## src/rtl/nibble_packer.sv

```systemverilog
// Packs a stream of 4-bit nibbles into NIBBLES-wide words over valid/ready
// handshakes. A flush emits a partial word, zero-padded in its upper nibbles.
//
// Ports:
//   clk, rst_n            clock, async active-low reset
//   in_data/valid/ready   nibble input handshake
//   flush                 request emission of a partially filled word
//   out_data/count/valid  packed word, held nibble count, valid
//   out_ready             consumer accepts the word
//   out_parity            ^out_data (only with NIBBLE_PACKER_PARITY_EN)
//
// Optional feature macro: NIBBLE_PACKER_PARITY_EN
module nibble_packer #(
  parameter int NIBBLES = 4,
  localparam int OUT_W = 4 * NIBBLES,
  localparam int CNT_W = $clog2(NIBBLES + 1)
) (
  input  logic             clk,
  input  logic             rst_n,
  input  logic [3:0]       in_data,
  input  logic             in_valid,
  output logic             in_ready,
  input  logic             flush,
  output logic [OUT_W-1:0] out_data,
  output logic [CNT_W-1:0] out_count,
  output logic             out_valid,
`ifdef NIBBLE_PACKER_PARITY_EN
  output logic             out_parity,
`endif
  input  logic             out_ready
);

  localparam logic [CNT_W-1:0] LAST = CNT_W'(NIBBLES - 1);

  logic [OUT_W-1:0] asm_reg;
  logic [CNT_W-1:0] cnt;
  logic             flush_pend;

  logic             out_free;
  logic             in_xfer;
  logic             complete;
  logic             flush_eff;
  logic             emit;
  logic             pend_nxt;
  logic [OUT_W-1:0] merged;
  logic [CNT_W-1:0] fill;

  assign out_free = !out_valid | out_ready;
  // The last slot is only offered once the output register can take the word.
  assign in_ready = (cnt < LAST) | out_free;
  assign in_xfer  = in_valid & in_ready;
  assign complete = in_xfer & (cnt == LAST);
  assign flush_eff = flush_pend | flush;
  assign fill     = cnt + CNT_W'(in_xfer);

  // Current word including a nibble accepted this cycle.
  always_comb begin
    merged = asm_reg;
    for (int i = 0; i < NIBBLES; i++) begin
      if (in_xfer && cnt == CNT_W'(i)) begin
        merged[4*i +: 4] = in_data;
      end
    end
  end

  // complete implies out_free, via in_ready on the last slot.
  assign emit = complete |
                (flush_eff & out_free & ((cnt != '0) | in_xfer));

  always_comb begin
    pend_nxt = flush_eff;
    unique case (1'b1)
      emit:                       pend_nxt = 1'b0;
      (cnt == '0) && !in_xfer:    pend_nxt = 1'b0;
      default:                    pend_nxt = flush_eff;
    endcase
  end

  always_ff @(posedge clk or negedge rst_n) begin
    if (!rst_n) begin
      asm_reg    <= '0;
      cnt        <= '0;
      flush_pend <= 1'b0;
      out_data   <= '0;
      out_count  <= '0;
      out_valid  <= 1'b0;
    end else begin
      flush_pend <= pend_nxt;
      if (emit) begin
        asm_reg   <= '0;
        cnt       <= '0;
        out_data  <= merged;
        out_count <= fill;
        out_valid <= 1'b1;
      end else begin
        if (in_xfer) begin
          asm_reg <= merged;
          cnt     <= fill;
        end
        if (out_ready) begin
          out_valid <= 1'b0;
        end
      end
    end
  end

`ifdef NIBBLE_PACKER_PARITY_EN
  always_ff @(posedge clk or negedge rst_n) begin
    if (!rst_n) begin
      out_parity <= 1'b0;
    end else if (emit) begin
      out_parity <= ^merged;
    end
  end
`endif

endmodule

```

## config.mk

```make
export PLATFORM = sky130hd
export DESIGN_NAME = nibble_packer
export DESIGN_NICKNAME = d
export VERILOG_FILES = /design/src/rtl/nibble_packer.sv
export SDC_FILE = /design/constraint.sdc
export NUM_CORES = 1
export LEC_CHECK = 0
export BUFFER_PORTS_ARGS = -buffer_cell sky130_fd_sc_hd__buf_2
export CORE_MARGIN = 2
export CORE_UTILIZATION = 30
export DETAILED_ROUTE_END_ITERATION = 8
export GPL_TIMING_DRIVEN = 0
export PLACE_DENSITY = 0.59
export RECOVER_POWER = 100
export SYNTH_ARGS = -nofsm -noshare
export SYNTH_HDL_FRONTEND = slang
export SYNTH_SLANG_ARGS = --single-unit
```

## constraint.sdc

```tcl
create_clock -name clk -period 2.7 [get_ports clk]
set_input_delay 0.27 -clock clk [delete_from_list [all_inputs] [get_ports clk]]
set_output_delay 0.27 -clock clk [all_outputs]
set_load 0.005 [all_outputs]
```

==> results list <==
- The number of antenna violations at the first check in global routing came to 0.
* TritonCTS Buffers: 5
- The number of pins exceeding their max-slew limit in the final report was 41.
- Post-route minimum period: about 2200 ps
- For the worst flop-to-flop path, the logic depth is 5.
* Total power per unit cell area: 1070 nW/um^2
* Clock tree from TritonCTS: yes
* Portion of the post-synthesis area used by sequential elements: roughly 60%
- Clock Root Buffer: clkbuf_8
- Worst-path clk slew: 70 ps
- Routed wire per std cell: approximately 13 um
- Max capacitance violation total: 1
- Outcome: finished, violations left
* Share of Yosys cell area claimed by the top area cell type: 60.7%
- The number of failing hold endpoints at the final stage is 0.
- In this run the remaining antenna-violating nets after routing total 0.
- STA puts the critical path data arrival time at approximately 2400 ps.
- Synth-to-layout area growth: 18.1%
- VDD sags by at most 0.383 mV.
- Number of cells on the worst hold path: 3
- For this design the static power due to leakage is between 0.9 and 1 nW.
* First-pass GRT wire length: around 5.8 mm
* Worst-Margin Slew: 2110 ps
* Diodes inserted: 0
- Period utilisation layout: around four fifths
* Clock network latency to the later pin of the worst-skew pair: slightly below 300 ps
* Number of H-tree branching levels: 2
- Gate count of the mapped netlist: about 150
- Cell count after placement: ~250
* Critical Path End Type: flip-flop
* Net count, final: 193
* Post-layout instance count excluding filler cells: approximately 250
* Final routed DRC violation total: 0
- Remaining global-route overflow: 0
* Final setup violation count: 0
* Timing-limited maximum frequency: about 450 MHz
* Cell taking the most area after synthesis: dfrtp_1
- Data required time of the critical path: about 2900 ps
- The number of gates resized after CTS was 0.
* Type of the most critical hold path: in2reg
- After synthesis, the cell types taking the most area are dfrtp_1 61%, mux2i_1 11%, nor2_1 8.9%.
- Worst slew margin relative to its limit: -40.6%
- For this block, the via count after detailed routing is around 1100.
- Unrepaired setup endpoints after global routing: false
- Die Footprint: between 6000 and 7000 um^2
- In this run the cell area of the synthesized design comes to approximately 1600 um^2.
- Failing checks: max-capacitance violations, max-slew violations
- After synthesis the netlist holds a flip-flop and latch count of 40.
* Site Rows: 26
- Power after layout: 0.00209 W
* Synthesized Nets: 157
- Each instance of the synthesized netlist takes up on average 11.3 um^2.
- Final Skew: roughly 4 ps
* Width of the die: a little under 80 um
- In the global route stage, overall resource usage came out at 12.3%.
* Placement-stage cell area: roughly 1900 um^2
- Clock Sinks: 40
- Initial standard-cell utilization of the core: 31.7%
- Minimum hold slack: 271 ps
- The die is between 70 and 80 um tall.
- Start-to-end type of the worst setup path: reg2reg
- The longest clock path from root to sink contains 2 buffers.
- Type of element launching the critical path: flip-flop
- Yosys printed 0 warnings.
- Entering global routing, the biggest net connects 41 pins.
- In this run, distinct cell masters in the synthesized netlist total 21.
- During placement, the flow inserted port buffers numbering 29.
* Sum Neg Setup Slack: 0 ps
- Detailed placement finished with a half-perimeter wire length of ~2.3 mm.
* Drt first pass iters: 4
- Final Routed Wirelength: between 3 and 4 mm
* Via count of the first global-routing pass: roughly 1200
- After routing the design area is between 1500 and 2000 um^2.
* Hold-fix buffers at CTS: 0
- Highest fanout seen on the critical path: 10
- Final weighted congestion in routability-driven placement: 0.824
- Core Region: 5200 um^2
* Share of layout cells above drive strength 1: between 10% and 20%
- Avg Vias per Cell: around 4.5
- Count of boundary I/O pins: 30
- Post-CTS Repair Setup Buffers: 0
- The setup check on the worst reg-to-reg path leaves a slack of 490 ps.
* DR iter-0 viols: 57
- Number of fill cells in the layout: 558
==> path summary, 6_finish.rpt <==
path	from	end
setup / recovery	cnt[2]$_DFFE_PN0P_	out_data[0]$_DFFE_PN0P_
hold / removal	out_ready	out_valid$_DFFE_PN0P_
setup reg to reg	cnt[2]$_DFFE_PN0P_	out_data[0]$_DFFE_PN0P_
hold reg to reg	out_count[1]$_DFFE_PN0P_	out_count[1]$_DFFE_PN0P_
max in group asynchronous	rst_n	asm_reg[15]$_DFFE_PN0P_
min in group asynchronous	rst_n	out_data[8]$_DFFE_PN0P_
==> layout make-up <==
| cell class | instances | area [um^2] | area share [%] |
|---|---|---|---|
| plain buffers | 6 | 33.8 | 1.74 |
| flip-flops and latches | 40 | 1000 | 51.4 |
| clock buffers | 6 | 82.6 | 4.24 |
| multi-input cells | 100 | 601 | 30.8 |
| repair buffers | 29 | 131 | 6.75 |
| well taps | 70 | 87.6 | 4.50 |
| clock inverters | 2 | 10.0 | 0.514 |
==> cells in the final DEF (no fill, tap or decap) <==
cell type | Yosys | final
clkbuf_1 | 0 | 12
nor2_1 | 39 | 39
a21boi_0 | 0 | 1
clkbuf_8 | 0 | 6
a211o_1 | 1 | 1
a211oi_1 | 1 | 1
nand2b_1 | 3 | 3
nor2b_1 | 1 | 1
nand4b_1 | 1 | 1
dfrtp_1 | 40 | 40
mux2i_1 | 18 | 18
a21o_1 | 1 | 1
a2111oi_2 | 0 | 1
buf_2 | 4 | 21
ha_1 | 2 | 2
nor4_1 | 1 | 1
nand2_1 | 3 | 3
a21oi_1 | 20 | 20
nand3_1 | 1 | 1
buf_4 | 2 | 2
clkinv_2 | 0 | 2
xnor2_1 | 1 | 1
nor3_1 | 3 | 3
mux2_2 | 2 | 2
==> where the power goes <==
group	total (W)	switching (W)	internal (W)
clock	0.000410	0.000207	0.000204
sequential	0.000967	0.000119	0.000848
combinational	0.000714	0.000404	0.000310
==> layer usage <==
metal / GRT usage (%) / up-vias / wire, um
met5: 0 / - / 0
met2: 18.0 / 25 / 1440
li1: - / 569 / -
met4: 3.68 / 0 / 44
met1: 17.0 / 547 / 1670
met3: 4.71 / 6 / 202
==> cells by family after synthesis <==
family                     count (synthesis)  share of synthesized area (%)
muxes                                     20                           12.3
xor gates and xnor gates                   1                          0.531
and+or+nand+nor                           52                           13.2
buffers and inverters                      6                           2.12
AOI/OAI and AO/OA                         25                           9.64
adders and majority gates                  2                           1.52
DFF                                       40                           60.7
==> through the flow <==
stage | worst slack, ps | utilization, %
after detailed placement | 732 | 36.2
final | 495 | 37.4
after CTS | 719 | 37.9
after floorplan | 892 | -
after global placement | 750 | 36.2
after global routing | 307 | 37.4
==> cells in the mapped netlist <==
master / n
ha_1: 2
xnor2_1: 1
a21o_1: 1
nor2_1: 39
a21boi_1: 1
nand3_1: 1
buf_4: 2
a21oi_1: 20
dfrtp_1: 40
nand2_1: 3
nand4b_1: 1
nor2b_1: 1
a211oi_1: 1
nor4_1: 1
a2111oi_4: 1
a211o_1: 1
nor3_1: 3
mux2i_1: 18
nand2b_1: 3
buf_2: 4
mux2_2: 2
==> worst max-delay path: stages, from the launching register on <==
cell and delay, ps:
dfrtp_1 360, buf_2 160, nand2b_1 200, a2111oi_2 830, clkbuf_1 400, a21oi_1 130
No activity file was read; power rests on OpenSTA's default activity.
